`src/rtl/f1_rt_pkg.sv`:
```
// Shared types and constants for the F1 reaction timer.
package f1_rt_pkg;

    typedef enum logic [2:0] {IDLE, HOLD, REACT, DONE, FOUL} rt_state_t;

    localparam logic [7:0] ALL_ON    = 8'hFF;
    localparam logic [7:0] FOUL_PAT  = 8'h81;
    localparam logic [6:0] LFSR_SEED = 7'h01;

endpackage

```
`src/rtl/f1_reaction_timer_lfsr7.sv`:
```
// Free-running 7-bit Fibonacci LFSR (x^7 + x^6 + 1), advances every clock.
module lfsr7
    import f1_rt_pkg::*;
(
    input  logic       clk,
    input  logic       rst,
    output logic [6:0] data_out
);

    always_ff @(posedge clk or negedge rst) begin
        if (!rst) data_out <= LFSR_SEED;
        else      data_out <= {data_out[5:0], data_out[6] ^ data_out[5]};
    end

endmodule

```
`src/rtl/f1_reaction_timer.sv`:
```
// F1 reaction timer: holds the start-light FSM for a random delay, then times the driver's response.
// Optional macro RT_TRIG_SYNC_EN adds a 2-flop synchroniser on the trigger input.
module f1_reaction_timer
    import f1_rt_pkg::*;
#(
    parameter int CNT_W   = 16,
    parameter int LFSR_W  = 7,
    parameter int BASE_MS = 200,
    parameter int MAX_MS  = 9999
) (
    input  logic             clk,
    input  logic             rst,
    input  logic             ms_tick,
    input  logic [7:0]       lights,
    input  logic             trigger,
    output logic [7:0]       lights_out,
    output logic             fsm_hold,
    output logic [CNT_W-1:0] time_ms,
    output logic             valid,
    output logic             foul
);

    rt_state_t         state, state_d;
    logic [CNT_W-1:0]  delay_cnt, delay_d, time_d;
    logic              valid_d, foul_d;
    logic [LFSR_W-1:0] lfsr;
    logic              trig_s, trig_q, trig_rise;

    function automatic logic [CNT_W-1:0] sat_inc(input logic [CNT_W-1:0] v);
        if (v >= CNT_W'(MAX_MS)) return CNT_W'(MAX_MS);
        return v + 1'b1;
    endfunction

    lfsr7 u_lfsr (
        .clk      (clk),
        .rst      (rst),
        .data_out (lfsr)
    );

`ifdef RT_TRIG_SYNC_EN
    logic [1:0] sync_q;
    always_ff @(posedge clk or negedge rst) begin
        if (!rst) sync_q <= '0;
        else      sync_q <= {sync_q[0], trigger};
    end
    assign trig_s = sync_q[1];
`else
    assign trig_s = trigger;
`endif

    assign trig_rise = trig_s & ~trig_q;

    always_ff @(posedge clk or negedge rst) begin
        if (!rst) begin
            state     <= IDLE;
            delay_cnt <= '0;
            time_ms   <= '0;
            valid     <= 1'b0;
            foul      <= 1'b0;
            fsm_hold  <= 1'b0;
            trig_q    <= 1'b0;
        end else begin
            state     <= state_d;
            delay_cnt <= delay_d;
            time_ms   <= time_d;
            valid     <= valid_d;
            foul      <= foul_d;
            fsm_hold  <= (state_d != IDLE);
            trig_q    <= trig_s;
        end
    end

    always_comb begin
        state_d = state;
        delay_d = delay_cnt;
        time_d  = time_ms;
        valid_d = valid;
        foul_d  = foul;
        case (state)
            IDLE: begin
                if (lights == ALL_ON) begin
                    state_d = HOLD;
                    delay_d = CNT_W'(BASE_MS) + CNT_W'(lfsr);
                    time_d  = '0;
                    valid_d = 1'b0;
                    foul_d  = 1'b0;
                end
            end
            HOLD: begin
                // A press while the lights are still lit wins over a tick in the same cycle.
                if (trig_rise) begin
                    state_d = FOUL;
                    foul_d  = 1'b1;
                end else if (ms_tick) begin
                    delay_d = delay_cnt - 1'b1;
                    if (delay_cnt == CNT_W'(1)) state_d = REACT;
                end
            end
            REACT: begin
                if (trig_rise) begin
                    state_d = DONE;
                    valid_d = 1'b1;
                end else if (ms_tick) begin
                    time_d = sat_inc(time_ms);
                end
            end
            DONE: begin
                if (trig_rise) state_d = IDLE;
            end
            FOUL: begin
                time_d = '0;
                if (trig_rise) state_d = IDLE;
            end
            default: state_d = IDLE;
        endcase
    end

    always_comb begin
        case (state)
            IDLE, HOLD: lights_out = lights;
            FOUL:       lights_out = FOUL_PAT;
            default:    lights_out = 8'h00;
        endcase
    end

endmodule

```
`config.mk`:
```
export PLATFORM = sky130hd
export DESIGN_NAME = f1_reaction_timer
export DESIGN_NICKNAME = d
export VERILOG_FILES = /design/src/rtl/f1_rt_pkg.sv /design/src/rtl/f1_reaction_timer_lfsr7.sv /design/src/rtl/f1_reaction_timer.sv
export SDC_FILE = /design/constraint.sdc
export NUM_CORES = 1
export LEC_CHECK = 0
export CAP_MARGIN = 20
export CORE_MARGIN = 5
export CORE_UTILIZATION = 50
export DETAILED_ROUTE_END_ITERATION = 10
export PLACE_DENSITY = 0.75
export SYNTH_ARGS = -nofsm -noshare
export SYNTH_HDL_FRONTEND = slang
export SYNTH_SLANG_ARGS = --single-unit
```
`constraint.sdc`:
```
create_clock -name clk -period 2.5 [get_ports clk]
set_input_delay 0.5 -clock clk [delete_from_list [all_inputs] [get_ports clk]]
set_output_delay 0.5 -clock clk [all_outputs]
set_load 0.03 [all_outputs]
```
==> qor.txt, run 1 <==
# port buffers: 38
Largest family of logic cells by synthesized area: simple AND/OR/NAND/NOR gates
Critical path cell sequence: clkdlybuf4s50_1, nand2b_1, a21oi_1, clkdlybuf4s50_1
Fin crit share: 94.52%
Vias in the first global route: 2,180
Post-synthesis xor/xnor area fraction: 2.728%
Area Growth Syn to Fin: 23.58%
Static Leak: 1.247 nW
Via count: 2,271
Clock sinks: 46
Synth cell types: 49
CORE AREA: 0.005042 mm2
Row count: 26
Seq cells post-synth: 46
Net total in the final layout: 341
CP startpoint kind: primary input
Layout cell share with drive strength beyond 1: 10.77%
Combinational share of power: 41.4%
Max-slew violations: 0
Worst setup EP type: primary output
CP arrival: 1860 ps
CP bufs+invs: 2
Post-synth design cell area: 0.002569 mm2
CTS tree: built
Syn_nets: 292
WP data required: 2000 ps
Crit path max fanout: 2
Hold Path Class: primary input to async pin
Least-Margin Pin Slew: 587.3 ps
Placer Congestion: 0.8149
Setup TNS: 0 ps
Chip width: 81.68 um
Drt total wl: 5.997 mm
DPL Wire Length: 4.247 mm
Sequential element share of the synthesized area: 44.86%
Endpoints failing setup: 0
Antenna Violating Nets Remaining: 0
Pint: 0.001523 W
Synth Area in Simple Gates: 23.58%
Commonest register cell after synthesis: dfrtp_1
Slowest CP cell: clkdlybuf4s50_1
Max Cap Viol: 0
Ant diodes: 0
Post-placement cell count: 386
VDD IR max: 0.5133 mV
Mux contribution to synthesized area: 0.3897%
Run status: finished clean
Final instance area: 0.003174 mm2
IO Count: 39
Post-CTS Hold Buffers: 0
Relative slew slack: 60.84%
Synth top area share: 43.84%
Net Sw Frac: 40.45%
Initial Util: 50.94%
Dpl cell area: 0.003085 mm2
Antenna violations before repair: 0
Starting DRT DRC Count: 135
Die ar.: 0.006671 mm2
Count leader, synth: dfrtp_1
Fill cells: 451
Total CTS buffers: 5
DR WL/cell: 15.18 um
CTS max path bufs: 2
CP Class: primary input to primary output
Worst Clk Skew: 9.292 ps
Top cells by count, synth: 45 x dfrtp_1, 28 x o21ai_0, 27 x nor2_1
NetSw: 0.001034 W
Largest net degree at the start of global routing: 47
Ratio of total power to cell area: 805.5 mW/mm2
Clock root buffer: clkbuf_8
1st-pass router iterations: 5
Ys Warns: 0
Clock group share of total power: 17.4%
Post-Synthesis Mean Instance Area: 9.341 um2
First-pass GRT wire length: 10.29 mm
CTS clk-pin slew, worst paths: 80 ps
Final Hold Fails: 0
Most frequent CP cell: clkdlybuf4s50_1
Global route overflow: 0
Crit-path max cell delay: 690 ps
Minimum clock period: 2363 ps
Top delay family on crit path: buffers and inverters
Storage cell area: 0.001154 mm2
Gr usage total: 19.82%
Synth area leader: dfrtp_1
Residual DRC: 0
Worst-Skew Late Latency: 300 ps
Async set-reset flop share out of synthesis: 100.0%
Cells after synthesis: 275
RSZ-0062 raised after global routing: no
Via density: 5.749
Reg power frac: 41.3%
Final non-filler cell total: 395
Fmax: 423.2 MHz
Die Span Y: 81.68 um
Maximum level of the CTS H-tree: 2
Number of synthesized flops with an enable pin: 0
Multi-input logic area: 0.001345 mm2
Synth Area in Compound Gates: 23.23%
Top cells by area, synth: dfrtp_1 44%, o21ai_0 5.5%, nor2_1 3.9%, a21oi_1 3.3%, a2111oi_4 3.2%
Synth Area in Adders: 2.435%
## cell usage in the layout (no fill, tap or decap), types with 2 or more instances in the layout
master | netlist | layout
a2111oi_4 | 3 | 3
a211oi_1 | 6 | 6
a21o_1 | 2 | 2
a21oi_1 | 17 | 17
a221o_1 | 2 | 2
a22o_1 | 7 | 7
a31oi_1 | 2 | 2
and2_1 | 7 | 7
buf_4 | 0 | 15
clkbuf_1 | 7 | 3
clkbuf_8 | 0 | 5
clkdlybuf4s50_1 | 0 | 36
dfrtp_1 | 45 | 44
ha_1 | 5 | 5
inv_1 | 8 | 8
nand2_1 | 20 | 20
nand2b_1 | 6 | 6
nand3_1 | 12 | 12
nand4_1 | 6 | 6
nor2_1 | 27 | 27
nor2b_1 | 3 | 3
nor3_1 | 13 | 13
nor4_1 | 4 | 4
o211ai_1 | 3 | 3
o21a_1 | 5 | 5
o21ai_0 | 28 | 28
or2_2 | 2 | 2
or4_1 | 3 | 3
xnor2_1 | 7 | 7
## metal layers
metal | GRT usage (%) | wire length, um
met4 | 6.977 | 72
met2 | 29.89 | 2683
met1 | 29.08 | 2903
met3 | 2.851 | 338
met5 | 0 | 0
## flip-flops by register name, summed over array words and instances, names as in the netlist
signal           count
state                3
delay_cnt           16
valid                1
trig_q               1
u_lfsr.data_out      7
fsm_hold             1
foul                 1
time_ms             16
## worst reg2reg max path, stage by stage (launching register included)
cell     delay, ps
dfrtp_2        510
nor2_4         210
or4b_1         460
buf_4          200
nand2_2        170
o21ai_0        150
a22o_1         210
## power groups by stage
stage / sequential (W) / clock, W / combinational (W)
floorplan: 0.00108 / 0 / 0.000655
global placement: 0.00106 / 0 / 0.00103
detailed placement: 0.00106 / 0 / 0.00104
CTS: 0.00105 / 0.000452 / 0.00105
global route: 0.00108 / 0.000488 / 0.00117
finish: 0.00105 / 0.000445 / 0.00106
## metrics by stage
step,util (%),hold WS [ps],power [W],setup slack [ps]
final,62.95,269.7,0.002557,137.1
after floorplan,-,204.4,0.001736,412.9
after CTS,62.78,300.2,0.002553,2.825
after global placement,61.19,361.8,0.002085,46.22
after global routing,62.95,330.4,0.002733,67.75
after detailed placement,61.19,357.7,0.002105,23.36
## repair_timing
item | CTS | global route
setup buffers | 0 | 1
resized for setup | 0 | 1
setup endpoints to repair | 0 | 7
## final timing paths
kind	from	end	slack, ps	depth (start not counted)
setup / recovery	lights[7]	lights_out[7]	140	4
max in group asynchronous	rst	state[2]	1790	2
min in group clk	u_lfsr.data_out[2]	u_lfsr.data_out[3]	370	0
hold / removal	rst	time_ms[10]	270	2
hold reg to reg	u_lfsr.data_out[2]	u_lfsr.data_out[3]	370	0
setup reg to reg	state[2]	delay_cnt[8]	480	6
## cell type report
type	count	area share (%)
Multi-Input combinational cell	211	42.37
Sequential cell	46	36.34
Inverter	8	0.9460
Timing Repair Buffer	52	15.06
Tap cell	70	2.759
Clock buffer	8	2.523
## kinds of logic (layout without fill, tap and decap cells)
group | Yosys count | after routing
AOI/OAI and AO/OA | 83 | 83
xor gates and xnor gates | 8 | 8
adders and majority gates | 5 | 5
buffers and inverters | 18 | 68
DFF | 46 | 46
muxes | 1 | 1
and+or+nand+nor | 114 | 114
(Power assumes the default switching activity.)
==> inputs of run 2 (changes only) <==
- DONT_BUFFER_PORTS: not set -> 1
- PLACE_DENSITY: 0.75 -> not set
==> qor.txt, run 2 (same netlist as run 1, synthesis figures left out) <==
Via density: 5.788
RSZ-0062 raised after global routing: no
IO Count: 39
Initial Util: 50.94%
DPL Wire Length: 4.109 mm
Via count: 2,101
Die Span Y: 81.68 um
Placer Congestion: 0.7910
Drt total wl: 5.835 mm
# port buffers: 0
Starting DRT DRC Count: 144
Largest net degree at the start of global routing: 46
Commonest cells after routing, fill and taps aside: 45 x dfrtp_1, 28 x o21ai_0, 27 x nor2_1, 20 x nand2_1, 20 x buf_4
Max Cap Viol: 0
Least-Margin Pin Slew: 663.3 ps
Setup TNS: 0 ps
Worst Clk Skew: 7.616 ps
Fin crit share: 87.19%
Chip width: 81.68 um
DR WL/cell: 16.07 um
Worst-Skew Late Latency: 290 ps
Place WS: 306.5 ps
CTS clk-pin slew, worst paths: 80 ps
Layout cell share with drive strength beyond 1: 13.99%
VDD IR max: 0.3848 mV
Most common cell after layout, fill and taps aside: dfrtp_1
Ant diodes: 0
WP data required: 2690 ps
Vias in the first global route: 2,016
CP arrival: 2370 ps
First-pass GRT wire length: 9.970 mm
CTS tree: built
CORE AREA: 0.005042 mm2
1st-pass router iterations: 4
Die ar.: 0.006671 mm2
Fmax: 458.8 MHz
Row count: 26
Crit path max fanout: 13
Max-slew violations: 0
Hold WS: 37.35 ps
Antenna Violating Nets Remaining: 0
Final WS setup: 320.2 ps
Total CTS buffers: 5
Worst setup EP type: register
Antenna violations before repair: 0
Area Growth Syn to Fin: 13.10%
Dpl cell area: 0.002765 mm2
Ratio of total power to cell area: 868.5 mW/mm2
Relative slew slack: 55.92%
Global route overflow: 0
Final instance area: 0.002905 mm2
Static Leak: 1.175 nW
Gr usage total: 19.30%
Fill cells: 439
Clock sinks: 46
Minimum clock period: 2180 ps
CTS max path bufs: 2
Residual DRC: 0
Final Hold Fails: 0
Net total in the final layout: 310
Maximum level of the CTS H-tree: 2
Post-CTS setup buffers: 0
CP startpoint kind: register
Final Power: 0.002523 W
Largest regs: delay_cnt: 16 flops, time_ms: 16 flops, u_lfsr.data_out: 7 flops
Run status: finished clean
Endpoints failing setup: 0
Hold Path Class: primary input to async pin
CP Class: register to register
Clock root buffer: clkbuf_8
run 2: metal layers:
layer  global-route usage, %  up-vias  part of all wire [%]
met1                   28.19      990                    49
li1                        -     1048                     -
met2                   28.83       56                    43
met4                   4.817        0                   1.1
met5                       0        -                     0
met3                   4.605        7                   6.8
run 2: area by class of cell:
type | count | area [um2] | area share, %
Inverter | 8 | 30.03 | 1.034
Tap cell | 70 | 87.58 | 3.015
Sequential cell | 46 | 1152 | 39.66
Multi-Input combinational cell | 211 | 1345 | 46.30
Clock buffer | 6 | 82.58 | 2.842
Timing Repair Buffer | 21 | 177.7 | 6.115
Clock inverter | 1 | 30.03 | 1.034
run 2: repair_timing:
action	CTS	global route
gates resized for setup	0	0
hold buffers	1	0
hold endpoints to repair	45	0
run 2: power by group:
| group | total (W) | leakage [nW] | switching [W] | internal [W] |
|---|---|---|---|---|
| sequential | 0.00107 | 0.613 | 0.000192 | 0.000881 |
| clock | 0.000556 | 0.0573 | 0.000236 | 0.000320 |
| combinational | 0.000894 | 0.505 | 0.000571 | 0.000322 |
| total | 0.00252 | 1.17 | 0.00100 | 0.00152 |
run 2: path summary, 6_finish.rpt:
check                                endpoint               start  slack (ps)  cells past startpoint
setup reg to reg                 delay_cnt[3]            state[0]         320                      4
min in group clk                       trig_q             trigger         230                      0
hold reg to reg            u_lfsr.data_out[3]  u_lfsr.data_out[2]         390                      0
setup / recovery                 delay_cnt[3]            state[0]         320                      4
hold / removal                    time_ms[12]                 rst          40                      1
max in group asynchronous  u_lfsr.data_out[1]                 rst        2240                      1
run 2: worst max-delay path: stages, from the launching register on:
cell and delay, ps:
dfrtp_1 540, or4b_1 850, nand2_2 310, o21ai_0 130, a22o_1 240
run 2: stage by stage:
stage,cells,util [%]
2_1_floorplan,275,-
4_1_cts,363,57.62
5_1_grt,363,57.62
3_5_place_dp,355,54.84
6_report,363,57.62
3_3_place_gp,355,54.84
